## src/rtl/tmp_code_accum_if.sv

```systemverilog
// rtl/tmp_code_accum_if.sv - result handshake between the decimator and the readout logic
// Purpose: bundles the temperature code and its valid/ready handshake.
// Signals:
//   code        temperature code (number of cmp=1 decisions in a window)
//   code_valid  code holds an unconsumed result
//   code_ready  consumer accepts code when code_valid & code_ready at a rising edge
// Modports: master = decimator (drives code/code_valid), slave = readout logic.
interface tmp_code_accum_if #(
  parameter int CODE_W = 7
) ();
  logic [CODE_W-1:0] code;
  logic              code_valid;
  logic              code_ready;

  modport master (output code, output code_valid, input code_ready);
  modport slave  (input code, input code_valid, output code_ready);
endinterface

```

## src/rtl/tmp_code_accum.sv

```systemverilog
// rtl/tmp_code_accum.sv - incremental sigma-delta count decimator for the temperature sensor
// Purpose: after start, drops DISCARD comparator strobes, then counts cmp=1 decisions over
//   2**OSR_LOG2 strobes and publishes the count as a temperature code.
// Ports:
//   clk, reset_n     clock (rising edge) and asynchronous active-low reset
//   start / stop     begin a conversion from IDLE / abort back to IDLE
//   cont             on completion go straight back to ACCUM (no discard)
//   cmp, cmp_strb    comparator decision and its 1-cycle valid strobe
//   code_if          master side of the code/code_valid/code_ready handshake
//   busy             registered, high whenever not IDLE
//   overrun          sticky: an unconsumed result was overwritten
//   timeout_err      sticky: strobe gap reached TIMEOUT
module tmp_code_accum #(
  parameter int OSR_LOG2 = 6,
  parameter int DISCARD  = 4,
  parameter int TIMEOUT  = 255,
  parameter int CODE_W   = OSR_LOG2 + 1
) (
  input  logic                 clk,
  input  logic                 reset_n,
  input  logic                 start,
  input  logic                 stop,
  input  logic                 cont,
  input  logic                 cmp,
  input  logic                 cmp_strb,
  tmp_code_accum_if.master     code_if,
  output logic                 busy,
  output logic                 overrun,
  output logic                 timeout_err
);

  localparam int DISC_W = (DISCARD > 1) ? $clog2(DISCARD) : 1;
  localparam int GAP_W  = (TIMEOUT > 1) ? $clog2(TIMEOUT + 1) : 1;

  localparam logic [OSR_LOG2-1:0] CNT_LAST  = OSR_LOG2'((1 << OSR_LOG2) - 1);
  localparam logic [OSR_LOG2-1:0] CNT_ONE   = OSR_LOG2'(1);
  localparam logic [DISC_W-1:0]   DISC_LAST = DISC_W'((DISCARD > 0) ? DISCARD - 1 : 0);
  localparam logic [DISC_W-1:0]   DISC_ONE  = DISC_W'(1);
  // The gap counter fires on the cycle it would step from TIMEOUT-1 to TIMEOUT.
  localparam logic [GAP_W-1:0]    GAP_LAST  = GAP_W'((TIMEOUT > 0) ? TIMEOUT - 1 : 0);
  localparam logic [GAP_W-1:0]    GAP_ONE   = GAP_W'(1);

  typedef enum logic [1:0] {S_IDLE, S_SETTLE, S_ACCUM} state_t;

  state_t              r_state;
  logic [CODE_W-1:0]   r_acc;
  logic [OSR_LOG2-1:0] r_cnt;
  logic [DISC_W-1:0]   r_disc;
  logic [GAP_W-1:0]    r_gap;
  logic [CODE_W-1:0]   r_code;
  logic                r_valid;
  logic                r_busy;
  logic                r_overrun;
  logic                r_timeout;

  logic [CODE_W-1:0]   w_cmp_ext;
  logic [CODE_W-1:0]   w_acc_next;

  assign w_cmp_ext  = {{(CODE_W-1){1'b0}}, cmp};
  // acc holds at most N-1 before the last strobe, so acc+cmp tops out at N without wrapping.
  assign w_acc_next = r_acc + w_cmp_ext;

  always_ff @(posedge clk or negedge reset_n) begin
    if (!reset_n) begin
      r_state   <= S_IDLE;
      r_acc     <= '0;
      r_cnt     <= '0;
      r_disc    <= '0;
      r_gap     <= '0;
      r_code    <= '0;
      r_valid   <= 1'b0;
      r_busy    <= 1'b0;
      r_overrun <= 1'b0;
      r_timeout <= 1'b0;
    end else begin
      // Acceptance applies in every state; a completion below overrides it on the same edge.
      if (r_valid && code_if.code_ready) begin
        r_valid <= 1'b0;
      end

      case (r_state)
        S_IDLE: begin
          if (start && !stop) begin
            r_state   <= (DISCARD > 0) ? S_SETTLE : S_ACCUM;
            r_busy    <= 1'b1;
            r_acc     <= '0;
            r_cnt     <= '0;
            r_disc    <= '0;
            r_gap     <= '0;
            r_overrun <= 1'b0;
            r_timeout <= 1'b0;
          end
        end

        S_SETTLE, S_ACCUM: begin
          if (stop) begin
            r_state <= S_IDLE;
            r_busy  <= 1'b0;
            r_acc   <= '0;
            r_cnt   <= '0;
            r_disc  <= '0;
          end else if (cmp_strb) begin
            r_gap <= '0;
            if (r_state == S_SETTLE) begin
              if (r_disc == DISC_LAST) begin
                r_state <= S_ACCUM;
                r_disc  <= '0;
              end else begin
                r_disc <= r_disc + DISC_ONE;
              end
            end else if (r_cnt == CNT_LAST) begin
              r_code  <= w_acc_next;
              r_valid <= 1'b1;
              if (r_valid && !code_if.code_ready) begin
                r_overrun <= 1'b1;
              end
              r_acc <= '0;
              r_cnt <= '0;
              if (!cont) begin
                r_state <= S_IDLE;
                r_busy  <= 1'b0;
              end
            end else begin
              r_acc <= w_acc_next;
              r_cnt <= r_cnt + CNT_ONE;
            end
          end else if (r_gap == GAP_LAST) begin
            r_timeout <= 1'b1;
            r_state   <= S_IDLE;
            r_busy    <= 1'b0;
            r_acc     <= '0;
            r_cnt     <= '0;
            r_disc    <= '0;
          end else begin
            r_gap <= r_gap + GAP_ONE;
          end
        end

        default: begin
          r_state <= S_IDLE;
          r_busy  <= 1'b0;
        end
      endcase
    end
  end

  assign code_if.code       = r_code;
  assign code_if.code_valid = r_valid;
  assign busy               = r_busy;
  assign overrun            = r_overrun;
  assign timeout_err        = r_timeout;

endmodule

```

## src/flat_wrapper.sv

```systemverilog
// flat-port wrapper written by rule: the top's interface ports become plain ports
module tmp_code_accum_flat 
#(
  parameter int OSR_LOG2 = 6,
  parameter int DISCARD  = 4,
  parameter int TIMEOUT  = 255,
  parameter int CODE_W   = OSR_LOG2 + 1
)
  (clk, reset_n, start, stop, cont, cmp, cmp_strb, busy, overrun, timeout_err, code_if_code, code_if_code_valid, code_if_code_ready);
  tmp_code_accum_if #(.CODE_W(CODE_W)) code_if_i ();
  input  logic clk;
  input  logic reset_n;
  input  logic start;
  input  logic stop;
  input  logic cont;
  input  logic cmp;
  input  logic cmp_strb;
  output logic busy;
  output logic overrun;
  output logic timeout_err;
  output wire logic [$bits(code_if_i.code)-1:0] code_if_code;
  output wire logic [$bits(code_if_i.code_valid)-1:0] code_if_code_valid;
  input wire logic [$bits(code_if_i.code_ready)-1:0] code_if_code_ready;
  assign code_if_code = code_if_i.code;
  assign code_if_code_valid = code_if_i.code_valid;
  assign code_if_i.code_ready = code_if_code_ready;
  tmp_code_accum #(.OSR_LOG2(OSR_LOG2), .DISCARD(DISCARD), .TIMEOUT(TIMEOUT), .CODE_W(CODE_W)) u_core (.clk(clk), .reset_n(reset_n), .start(start), .stop(stop), .cont(cont), .cmp(cmp), .cmp_strb(cmp_strb), .code_if(code_if_i), .busy(busy), .overrun(overrun), .timeout_err(timeout_err));
endmodule
```

## config.mk

```make
export PLATFORM = sky130hd
export DESIGN_NAME = tmp_code_accum_flat
export DESIGN_NICKNAME = d
export VERILOG_FILES = /design/src/rtl/tmp_code_accum_if.sv /design/src/rtl/tmp_code_accum.sv /design/src/flat_wrapper.sv
export SDC_FILE = /design/constraint.sdc
export NUM_CORES = 1
export LEC_CHECK = 0
export ABC_AREA = 1
export CORE_MARGIN = 2
export CORE_UTILIZATION = 35
export CTS_BUF_LIST = sky130_fd_sc_hd__clkbuf_4 sky130_fd_sc_hd__clkbuf_8
export DETAILED_ROUTE_END_ITERATION = 10
export REMOVE_ABC_BUFFERS = 1
export SYNTH_ARGS = -nofsm -noshare
export SYNTH_HDL_FRONTEND = slang
export SYNTH_SLANG_ARGS = --single-unit
```

## constraint.sdc

```tcl
create_clock -name clk -period 3 [get_ports clk]
set_input_delay 0.45 -clock clk [delete_from_list [all_inputs] [get_ports clk]]
set_output_delay 0.45 -clock clk [all_outputs]
set_load 0.005 [all_outputs]
```

# Yosys cells after proc, flatten, opt, wreduce, memory -nomap -nowiden
# Cells that the tools add are included.
[totals]
register_bits = 36
input_bits = 8
out_inout_bits = 11
elab_cells = 113
[classes]
n_addsub = 4
eq_ne = 22
muxes = 59
bitwise = 2
reduce_logical = 16
[op_table]
columns = ["cell", "count"]
rows = [
  ["2-to-1 mux 7 bit", 6],
  ["2-to-1 mux 6 bit", 6],
  ["2-to-1 mux 8 bit", 4],
  ["2-to-1 mux 2 bit", 13],
  ["2-to-1 mux 1 bit", 22],
  ["AND reduction 5 bit", 4],
  ["one-hot mux 8 bit (2 select lines)", 1],
  ["one-hot mux 7 bit (2 select lines)", 1],
  ["inequality test 4 x 3 -> 1 bit (second input constant)", 3],
  ["one-hot mux 6 bit (2 select lines)", 1],
  ["AND reduction 4 bit", 3],
  ["adder 8 x 1 -> 8 bit (second input constant)", 1],
  ["== test 8 bit (second input constant)", 1],
  ["inequality test 2 x 1 -> 1 bit (second input constant)", 4],
  ["inequality test 2 bit (second input constant)", 4],
  ["inequality test 4 bit (second input constant)", 2],
  ["one-hot mux 2 bit (2 select lines)", 2],
  ["adder 7 x 1 -> 7 bit", 1],
  ["AND reduction 7 bit", 1],
  ["adder 6 x 1 -> 6 bit (second input constant)", 1],
  ["== test 6 bit (second input constant)", 1],
  ["one-hot mux 1 bit (2 select lines)", 3],
  ["inequality test 5 x 3 -> 1 bit (second input constant)", 1],
  ["inequality test 5 x 4 -> 1 bit (second input constant)", 1],
  ["11 further kinds", 16],
]

# Longest topological paths before layout
# Gate-level depths: netlist of run 1.
[logic_depth]
ltp_word = 8
ltp_mapped = 11
ltp_nobuf = 11

# Worst setup path before layout of run 1
# OpenSTA, ideal clock, no wires.
[synth_path]
path_type = "flip-flop to flip-flop"
from = "register u_core.r_state[0]"
to = "register u_core.r_overrun (netlist: u_core.overrun)"
setup_time_ns = 0.123
arrival_ns = 1.576
t_required_ns = 2.877
setup_slack_ns = 1.301
path_stages_with_launch = 12
path_buffers = 1
period_less_slack_ns = 1.699
path_cell_list = "dfrtp_1 > inv_1 > ha_1 > buf_6 > nand2_1 > nand2_1 > nor2_4 > o21ai_0 > nor2_1 > nand2_1 > nand2_1 > o21ai_1"
[synth_between]
elab_chain_len = 4
elab_cells_between_ends = 13
classes_between = "8 x eq/ne; 1 x mux; 4 x reduce/logical"
[synth_rtl]
columns = ["element", "line_no", "text"]
rows = [
  ["start: declaration", "tmp_code_accum.sv:45", "state_t r_state;"],
  ["start signal: assignment", "tmp_code_accum.sv:84", "r_state <= (DISCARD > 0) ? S_SETTLE : S_ACCUM;"],
  ["== test 2 bit / == test 2 x 1 -> 1 bit (equally long branches)", "tmp_code_accum.sv:81, tmp_code_accum.sv:104", ""],
  ["OR reduction 2 bit", "tmp_code_accum.sv:81", "case (r_state)"],
  ["inequality test 2 bit (no source line) (tied with other cells)", "-", ""],
  ["AND reduction 7 bit (no source line)", "-", ""],
  ["end signal: assignment", "tmp_code_accum.sv:73", "r_overrun <= 1'b0;"],
  ["end signal: assignment", "tmp_code_accum.sv:90", "r_overrun <= 1'b0;"],
  ["end signal: assignment", "tmp_code_accum.sv:115", "r_overrun <= 1'b1;"],
  ["end: declaration", "tmp_code_accum.sv:53", "logic r_overrun;"],
]
# Parallel ways exist; a longest one is shown, timed or not.
# A chain may end at the register's enable or synchronous reset.

# Worst setup path after layout of run 1
[layout_path]
from = "register u_core.r_state[0]"
to = "register u_core.r_cnt[5]"
[layout_between]
elab_chain_len = 4
elab_cells_between_ends = 10
classes_between = "5 x eq/ne; 1 x mux; 4 x reduce/logical"
[layout_rtl]
columns = ["element", "line_no", "text"]
rows = [
  ["== test 2 bit / == test 2 x 1 -> 1 bit (equally long branches)", "tmp_code_accum.sv:81, tmp_code_accum.sv:104", ""],
  ["OR reduction 2 bit", "tmp_code_accum.sv:81", ""],
  ["inequality test 4 bit (no source line) (tied with other cells)", "-", ""],
  ["AND reduction 4 bit (no source line)", "-", ""],
  ["end signal: assignment", "tmp_code_accum.sv:125", "r_cnt <= r_cnt + CNT_ONE;"],
  ["end: declaration", "tmp_code_accum.sv:47", "logic [OSR_LOG2-1:0] r_cnt;"],
]
# Parallel ways exist; a longest one is shown, timed or not.

==> run_results.csv, run 1 <==
group,metric,value,unit
status,run_status,"finished clean",
drt,drt_iter0_drc,100,
global_route,first_global_vias,1803,
drt,drtAntennaViolNets,0,
synthesis,synth_top_area_share,0.423,
sta,tightest_slew,806,ps
global_route,grt_usage,0.155,
floorplanning,die-area,6720,sq um
synthesis,synth_top_cell_by_area,"dfrtp_1",
floorplanning,num_io_pins,19,
critical_path,cp.required,3170,ps
cts,clk_latency,290,ps
cts,post_cts_buffers,0,
synthesis,syn_inst,272,
drt,wl,4450,um
cts,clockBufferDepth,2,
sta,fmax,0.472,GHz
sta,finalClockSkew,15.2,ps
sta,setup_tns,0,ps
floorplanning,die_y,82.0,um
synthesis,syn_area,2130,sq um
critical_path,max_stage_delay,520,ps
drt,wl_per_cell,12.1,um
pwr,peakVddDrop,0.000238,V
synthesis,ys_ff_latch,36,
cts,htreeDepth,2,
synthesis,synth_compound_area_frac,0.0988,
global_route,antenna_found_initial,0,
sta,period_share,0.706,
synthesis,synth_warnings,0,
pwr,p_int,0.949,mW
synthesis,ys.flop_type,"dfrtp_1",
cts,numCtsBuffers,5,
critical_path,cp_max_fo,17,
placed_design,dp_cells,361,
cells_and_area,num_antenna_cells,0,
cells_and_area,layout-drive-gt1-share,0.116,
run,max-cap-violations,0,
cells_and_area,layout.nets,312,
critical_path,arrival,2290,ps
cts,post_cts_resized,0,
global_route,overflow,0,
critical_path,end_kind,"flip-flop",
drt,wl_met1,2190,um
cts,path_clk_slew,80,ps
drt,wl_met2,2050,um
sta,maxSlewHeadroom,0.463,
pwr,p_leak,1.15,nW
sta,rsz0062_at_grt,"false",
pwr,pwr-share-comb,0.317,
synthesis,synth_commonest_cells,"nand2_1 (84), dfrtp_1 (36), inv_1 (28)",
min_path,hold_path.class,"in2async",
floorplanning,coreArea,5890,sq um
critical_path,setup.worst_path.start_class,"flip-flop",
synthesis,synth-simple-area-share,0.332,
global_route,grt_pass1_wl,8030,um
critical_path,crit_top_cell,"inv_2",
critical_path,cp_slowest_cell,"ha_1",
drt,top_layer,"met4",
synthesis,synth_area_leaders,"dfrtp_1 (42%), nand2_1 (15%), ha_1 (6.5%)",
synthesis,synth_top_family_by_area,"simple AND/OR/NAND/NOR gates",
drt,drt_pass1_iterations,4,
critical_path,crit_chain,"inv_1 > ha_1 > inv_2 > nor2_2 > nand3_2 > nand3_4 > inv_2 > nand3_1 > nand2_1",
pwr,power_density,600,nW/um^2
placed_design,post-dp-hpwl,3320,um
cts,clock_sinks,36,
critical_path,worst-path-buf-inv,3,
pwr,pwr-share-clk,0.292,
synthesis,seq_area_frac_synth,0.423,
sta,final.min_clock_period,2120,ps
pwr,seq_power_share,0.391,
sta,maxSlewViolCount,0,
cells_and_area,area_delta_synth_final,16.2,%
synthesis,synth_most_common_cell,"nand2_1",
critical_path,critPathTopFamily,"simple AND/OR/NAND/NOR gates",
synthesis,synth_xor_area_frac,0.00823,
floorplanning,start_util,0.362,
drt,vias,1784,
synthesis,async_flop_share,1.00,
cts,cts_tree,"yes",
drt,via_per_inst,4.83,
synthesis,yosys.area_share.adder,0.0647,
pwr,power_switching,0.535,mW
cts,cts_hold_buffers,0,
floorplanning,rows,28,
sta,setup-violations-final,0,
pwr,p_total,1.48,mW
drt,drc,0,
global_route,grt_max_degree,37,
synthesis,avgSynthCellArea,7.82,sq um
critical_path,path_class,"reg2reg",
pwr,switching_share,0.360,
cts,cts_root_buf,"clkbuf_8",
placed_design,gp_congestion,0.860,
synthesis,synthMuxAreaShare,0,
floorplanning,die_w,82.0,um
synthesis,synth_edf_count,0,
sta,final-hold-violation-count,0,
synthesis,synth_cell_types,29,
placed_design,io_buffers,18,
drt,wl_met3,136,um
cells_and_area,instances_no_fill,369,
==> path summary, 6_finish.rpt <==
path	startpoint	endpoint	slack, ps	cells after the start
max reg2reg	u_core.r_state[0]$_DFFE_PN0P_	u_core.r_cnt[5]$_DFFE_PN0P_	880	9
min	reset_n	u_core.r_gap[5]$_DFFE_PN0P_	240	1
min in group clk	u_core.busy$_DFFE_PN0P_	u_core.busy$_DFFE_PN0P_	490	2
max in group asynchronous	reset_n	u_core.code_if.code[0]$_DFFE_PN0P_	2240	1
min reg2reg	u_core.busy$_DFFE_PN0P_	u_core.busy$_DFFE_PN0P_	490	2
max	u_core.r_state[0]$_DFFE_PN0P_	u_core.r_cnt[5]$_DFFE_PN0P_	880	9
==> registers in the layout, summed over array words and instances (netlist names) <==
register	flops
u_core.r_state	2
u_core.overrun	1
u_core.r_gap	8
u_core.code_if.code	7
u_core.r_disc	2
u_core.busy	1
u_core.r_cnt	6
u_core.code_if.code_valid	1
u_core.timeout_err	1
u_core.r_acc	7
==> power groups by stage <==
| stage | sequential (mW) | clock (mW) | combinational (mW) |
|---|---|---|---|
| 2_1_floorplan | 0.584 | 0 | 0.328 |
| 6_report | 0.581 | 0.433 | 0.470 |
| 3_5_place_dp | 0.592 | 0 | 0.478 |
| 4_1_cts | 0.582 | 0.448 | 0.481 |
| 5_1_grt | 0.589 | 0.475 | 0.544 |
| 3_3_place_gp | 0.589 | 0 | 0.473 |
==> through the flow <==
step           setup WS [ps]  hold slack, ps  utilization  area (sq um)
2_1_floorplan           1230             154            -          2090
3_3_place_gp             847             461        0.401          2360
3_5_place_dp             834             471        0.401          2360
4_1_cts                  834             282        0.420          2470
5_1_grt                  634             326        0.420          2470
6_report                 881             242        0.420          2470
==> layout by cell type (no fill, tap or decap), types with 4 or more instances in the layout <==
cell / count
o21ai_2: 5
ha_1: 11
o21ai_1: 9
nor2_1: 16
nand3_1: 22
nand4_1: 10
nand2_1: 84
clkdlybuf4s50_1: 17
o21ai_0: 18
inv_2: 4
nand2_2: 4
clkbuf_8: 5
dfrtp_1: 36
inv_1: 28
==> logic make-up after synthesis <==
| group | after synthesis |
|---|---|
| AND/OR/NAND/NOR | 151 |
| buffers and inverters | 36 |
| adder cells (fa/ha/maj) | 11 |
| flip-flops | 36 |
| XOR/XNOR | 2 |
| AO/OA/AOI/OAI | 36 |
==> worst register-to-register path: stages, from the launching register on <==
cell	delay (ps)
dfrtp_1	430
inv_1	90
ha_1	520
inv_2	160
nor2_2	160
nand3_2	140
nand3_4	200
inv_2	130
nand3_1	100
nand2_1	60
==> per-layer routing <==
layer  GRT usage  vias up
li1            -      926
met1       0.200      826
met2       0.255       25
met3      0.0385        7
met4      0.0517        0
met5           0        -
==> layout make-up <==
| cell class | instances | area (sq um) |
|---|---|---|
| fill | 628 | 3410 |
| multi-input combinational | 200 | 1070 |
| sequential | 36 | 901 |
| timing repair buffer | 18 | 175 |
| inverter | 32 | 120 |
| tap | 75 | 93.8 |
| clock buffer | 6 | 76.3 |
| clock inverter | 2 | 35.0 |
(Power assumes the default switching activity.)
==> inputs of run 2 (changes only) <==
==> constraint.sdc (replaced) <==
create_clock -name clk -period 2 [get_ports clk]
set_input_delay 0.3 -clock clk [delete_from_list [all_inputs] [get_ports clk]]
set_output_delay 0.3 -clock clk [all_outputs]
set_load 0.005 [all_outputs]
==> run 2 against run 1 <==
  * Wire length grew 3.5%
  * Utilization increased by 1.2 points
  * Fmax increased by 16%
  * Global-route usage about the same
  * Clock skew decreased by 3.9 ps
  * Critical path type unchanged
  * Largest power group unchanged
==> run_results.csv, run 2 (same netlist as run 1, synthesis figures left out) <==
group,metric,value,unit
drt,drt_iter0_drc,96,
placed_design,post-dp-hpwl,3480,um
critical_path,setup.worst_path.start_class,"flip-flop",
drt,drc,0,
cts,cts_tree,"yes",
global_route,first_global_vias,1713,
drt,wl_per_cell,12.1,um
pwr,power_density,882,nW/um^2
cells_and_area,largest_register_ffs,8,
sta,setup_tns,0,ps
critical_path,max_stage_delay,410,ps
sta,rsz0062_at_grt,"false",
floorplanning,num_io_pins,19,
drt,wl,4610,um
critical_path,rr_startpoint,"u_core.r_state[1]$_DFFE_PN0P_",
placed_design,dp_slack,70.7,ps
sta,tightest_slew,496,ps
sta,final.min_clock_period,1830,ps
sta,worst_slack,172,ps
floorplanning,start_util,0.362,
cells_and_area,num_antenna_cells,0,
critical_path,cp.required,2180,ps
sta,maxSlewViolCount,0,
global_route,antenna_found_initial,0,
cells_and_area,regMostFlops,"u_core.r_gap",
cts,numCtsBuffers,5,
floorplanning,rows,28,
sta,final-hold-violation-count,0,
cts,path_clk_slew,80,ps
sta,fmax,0.547,GHz
min_path,hold_path.class,"reg2reg",
status,run_status,"finished clean",
cells_and_area,area_delta_synth_final,19.6,%
cts,clk_latency,300,ps
pwr,p_leak,1.19,nW
critical_path,crit_top_cell,"inv_2",
floorplanning,die_y,82.0,um
placed_design,gp_congestion,0.806,
placed_design,io_buffers,18,
drt,drt_pass1_iterations,4,
sta,period_share,0.914,
cts,clock_sinks,36,
floorplanning,coreArea,5890,sq um
sta,maxSlewHeadroom,0.669,
critical_path,startpoint,"u_core.r_state[1]$_DFFE_PN0P_",
cts,htreeDepth,2,
critical_path,end_kind,"flip-flop",
drt,vias,1816,
drt,drtAntennaViolNets,0,
cells_and_area,fillCellCount,611,
cells_and_area,layout-drive-gt1-share,0.144,
min_path,min_from,"u_core.busy$_DFFE_PN0P_",
critical_path,cp_slowest_cell,"dfrtp_1",
cells_and_area,layout.nets,323,
cells_and_area,layout_commonest_cell,"nand2_1",
global_route,grt_usage,0.156,
critical_path,cp_max_fo,10,
cells_and_area,layout_common_cells,"nand2_1 (84), dfrtp_1 (36), inv_1 (28)",
floorplanning,die-area,6720,sq um
sta,setup-violations-final,0,
critical_path,crit_chain,"inv_1 > ha_1 > inv_2 > nor2_2 > nand3_2 > nand3_4 > inv_2 > nand3_1 > o21ai_0",
cts,clockBufferDepth,2,
sta,whs,475,ps
drt,via_per_inst,4.78,
global_route,grt_max_degree,21,
critical_path,path_class,"reg2reg",
critical_path,arrival,2010,ps
pwr,peakVddDrop,0.000331,V
global_route,overflow,0,
floorplanning,die_w,82.0,um
global_route,grt_pass1_wl,8050,um
sta,finalClockSkew,11.3,ps
run,max-cap-violations,0,
cts,cts_root_buf,"clkbuf_8",
-- run 2: cell count changes in the layout (fill, tap and decap cells not counted) --
cell / before / now
buf_4: 0 / 10
bufinv_16: 1 / 0
clkbuf_8: 5 / 6
clkinv_2: 1 / 0
clkinvlp_4: 0 / 1
dlygate4sd3_1: 0 / 1
o21ai_0: 18 / 17
o21ai_1: 9 / 10
-- run 2: cell type report --
class                      instances  area, sq um  area share
clock inverter                     1         7.51     0.00295
sequential                        36          901       0.354
timing repair buffer              29          260       0.102
tap                               75         93.8      0.0369
clock buffer                       7         90.1      0.0354
inverter                          32          120      0.0472
multi-input combinational        200         1070       0.421
-- run 2: worst max-delay path, delay by kind of cell, from the launching register on --
kind	cells	cell delay, ps
compound gates	1	80
buf+inv	3	300
simple gates	4	550
fa+ha+maj	1	370
flops	1	410
-- run 2: per-layer routing --
layer / track usage / wire length [um] / vias to the layer above
li1: - / - / 941
met1: 0.212 / 2310 / 843
met2: 0.243 / 2090 / 26
met3: 0.0396 / 169 / 6
met4: 0.0450 / 48 / 0
met5: 0 / 0 / -
-- run 2: final timing paths --
check / cells after the start / slack, ps / end
worst max-delay path: 9 / 170 / u_core.r_cnt[0]$_DFFE_PN0P_
worst max register to register: 9 / 170 / u_core.r_cnt[0]$_DFFE_PN0P_
min in group asynchronous: 2 / 510 / u_core.r_gap[5]$_DFFE_PN0P_
worst min-delay path: 2 / 470 / u_core.busy$_DFFE_PN0P_
max in group asynchronous: 3 / 950 / u_core.r_disc[1]$_DFFE_PN0P_
worst min register to register: 2 / 470 / u_core.busy$_DFFE_PN0P_
-- run 2: repair_timing --
item	4_1_cts	5_1_grt
gates resized for setup	0	1
setup buffers	0	0
endpoints found under the hold margin	18	0
hold buffers	1	0
endpoints found under the setup margin	0	1
-- run 2: power by group --
part | leakage [nW] | internal, mW | switching [mW]
sequential | 0.495 | 0.804 | 0.0575
combinational | 0.646 | 0.306 | 0.504
clock | 0.0479 | 0.294 | 0.279
total | 1.19 | 1.40 | 0.841
-- run 2: stage by stage --
step / instance area [sq um] / util / total power [mW] / instances
3_5_place_dp: 2440 / 0.414 / 1.69 / 371
5_1_grt: 2540 / 0.432 / 2.43 / 380
6_report: 2540 / 0.432 / 2.24 / 380
3_3_place_gp: 2440 / 0.414 / 1.69 / 371
4_1_cts: 2540 / 0.432 / 2.27 / 380
2_1_floorplan: 2090 / - / 1.37 / 268
==> inputs of run 3 (changes only) <==
--- a/config.mk
+++ b/config.mk
@@ -7,7 +7,7 @@
 export LEC_CHECK = 0
 export ABC_AREA = 1
 export CORE_MARGIN = 2
-export CORE_UTILIZATION = 35
+export CORE_UTILIZATION = 30
 export CTS_BUF_LIST = sky130_fd_sc_hd__clkbuf_4 sky130_fd_sc_hd__clkbuf_8
 export DETAILED_ROUTE_END_ITERATION = 10
 export REMOVE_ABC_BUFFERS = 1
==> run 3 against run 2 <==
  * Die area up 16%
  * Critical path depth up 2
  * First-iteration DRC count rose by 25%
  * Via count is 1.1% lower
  * Fmax rose by 2.7%
  * Global-route usage decreased by 3.3 points
  * Power increased by 0.67%
  * Wire length fell by 3.3%
  * Hold slack worse by 380 ps
  * Flip-flop and latch count stayed put
  * Critical endpoint is now u_core.busy$_DFFE_PN0P_
  * Largest cell class unchanged
  * Largest power group unchanged
==> run_results.csv, run 3 (same netlist as run 1, synthesis figures left out) <==
group,metric,value,unit
drt,vias,1796,
run,max-cap-violations,0,
floorplanning,start_util,0.312,
critical_path,rr_endpoint,"u_core.busy$_DFFE_PN0P_",
cts,cts_root_buf,"clkbuf_8",
drt,via_per_inst,4.56,
pwr,pwr-share-clk,0.287,
pwr,p_int,1.45,mW
sta,final.min_clock_period,1780,ps
cells_and_area,layout_commonest_cell,"nand2_1",
critical_path,rr_startpoint,"u_core.r_state[0]$_DFFE_PN0P_",
critical_path,end_kind,"flip-flop",
sta,finalClockSkew,6.88,ps
global_route,grt_max_degree,37,
pwr,power_switching,0.807,mW
cells_and_area,regMostFlops,"u_core.r_gap",
critical_path,path_class,"reg2reg",
pwr,peakVddDrop,0.000301,V
global_route,first_global_vias,1675,
sta,setup-violations-final,0,
sta,final-hold-violation-count,0,
sta,setup_tns,0,ps
cts,cts_hold_buffers,0,
pwr,switching_share,0.357,
cts,clk_latency,290,ps
floorplanning,rows,30,
cts,numCtsBuffers,5,
status,run_status,"finished clean",
cts,clockBufferDepth,2,
critical_path,cp.required,2180,ps
critical_path,cp_max_fo,7,
placed_design,io_buffers,18,
sta,maxSlewViolCount,0,
global_route,overflow,0,
cts,htreeDepth,2,
sta,maxSlewHeadroom,0.462,
drt,wl_per_cell,11.3,um
global_route,antenna_found_initial,0,
sta,fmax,0.562,GHz
drt,drc,0,
pwr,seq_power_share,0.385,
global_route,grt_usage,0.123,
drt,wl,4460,um
cells_and_area,layout.nets,316,
placed_design,gp_congestion,0.834,
floorplanning,die_y,88.2,um
cts,post_cts_resized,0,
critical_path,r2r_cells,11,
floorplanning,num_io_pins,19,
critical_path,arrival,1960,ps
min_path,hold_path.class,"in2async",
floorplanning,die_w,88.2,um
critical_path,regToRegSetupSlack,220,ps
cells_and_area,layout-drive-gt1-share,0.128,
floorplanning,die-area,7780,sq um
placed_design,post-dp-hpwl,3370,um
cells_and_area,area_delta_synth_final,18.9,%
drt,drt_pass1_iterations,4,
cells_and_area,num_antenna_cells,0,
pwr,pwr-share-comb,0.328,
drt,drtAntennaViolNets,0,
global_route,grt_pass1_wl,7510,um
cts,cts_tree,"yes",
pwr,p_leak,1.17,nW
pwr,power_density,893,nW/um^2
cells_and_area,largest_register_ffs,8,
pwr,p_total,2.26,mW
cts,post_cts_buffers,0,
sta,tightest_slew,807,ps
sta,rsz0062_at_grt,"false",
cts,clock_sinks,36,
floorplanning,coreArea,6830,sq um
drt,drt_iter0_drc,120,
sta,period_share,0.890,
cts,path_clk_slew,70,ps
cells_and_area,layout_common_cells,"nand2_1 (84), dfrtp_1 (36), inv_1 (28)",
critical_path,setup.worst_path.start_class,"flip-flop",
==> run 3: cell count changes in the layout (fill, tap and decap cells not counted) <==
cell,previous run,this run
o21ai_1,10,9
o21ai_0,17,18
clkinvlp_4,1,0
clkinv_2,0,1
clkbuf_8,6,5
dlygate4sd3_1,1,0
buf_4,10,4
bufinv_16,0,1
==> run 3: worst max-delay path by stage <==
stage,end,slack [ps],start,depth (start not counted)
floorplan,u_core.r_cnt[0]$_DFFE_PN0P_,230,u_core.r_state[0]$_DFFE_PN0P_,9
global placement,u_core.r_acc[6]$_DFFE_PN0P_,60,cmp,8
detailed placement,u_core.code_if.code[6]$_DFFE_PN0P_,50,cmp,8
CTS,u_core.busy$_DFFE_PN0P_,210,u_core.r_state[0]$_DFFE_PN0P_,11
global route,u_core.busy$_DFFE_PN0P_,60,u_core.r_state[0]$_DFFE_PN0P_,11
finish,u_core.busy$_DFFE_PN0P_,220,u_core.r_state[0]$_DFFE_PN0P_,11
==> run 3: final cells by class <==
type / instances / area (sq um)
well taps: 96 / 120
fillers: 737 / 4300
clock inverters: 2 / 35.0
flip-flops and latches: 36 / 901
multi-input cells: 200 / 1070
inverters: 32 / 120
clock buffers: 6 / 76.3
repair buffers: 22 / 205
==> run 3: metrics by stage <==
step | hold WS, ps | util | instance area [sq um] | cells | worst slack [ps]
6_report | 96.3 | 0.370 | 2530 | 394 | 221
5_1_grt | 149 | 0.370 | 2530 | 394 | 58.0
4_1_cts | 128 | 0.370 | 2530 | 394 | 214
3_5_place_dp | 441 | 0.354 | 2420 | 386 | 45.4
3_3_place_gp | 442 | 0.354 | 2420 | 386 | 56.9
2_1_floorplan | 4.41 | - | 2090 | 268 | 227
==> run 3: per-layer routing <==
| metal | share of wire | vias to the layer above | GRT usage |
|---|---|---|---|
| met2 | 0.45 | 28 | 0.195 |
| met5 | 0 | - | 0 |
| met1 | 0.50 | 836 | 0.168 |
| met4 | 0.013 | 0 | 0.0331 |
| met3 | 0.030 | 5 | 0.0308 |
| li1 | - | 927 | - |
==> run 3: worst max-delay path: stages (launching register included) <==
cell	delay (ps)
dfrtp_1	410
inv_1	80
ha_1	340
inv_2	160
nor2_4	80
buf_4	150
nand2_1	50
nand2_1	60
nor2_1	140
nand2_1	90
nand2_1	60
nand2_1	40
==> run 3: power groups by stage <==
stage | logic, mW | registers, mW | clock network, mW
final | 0.740 | 0.871 | 0.649
after global routing | 0.846 | 0.883 | 0.698
after CTS | 0.753 | 0.872 | 0.668
after detailed placement | 0.745 | 0.887 | 0
after global placement | 0.739 | 0.884 | 0
after floorplan | 0.492 | 0.876 | 0
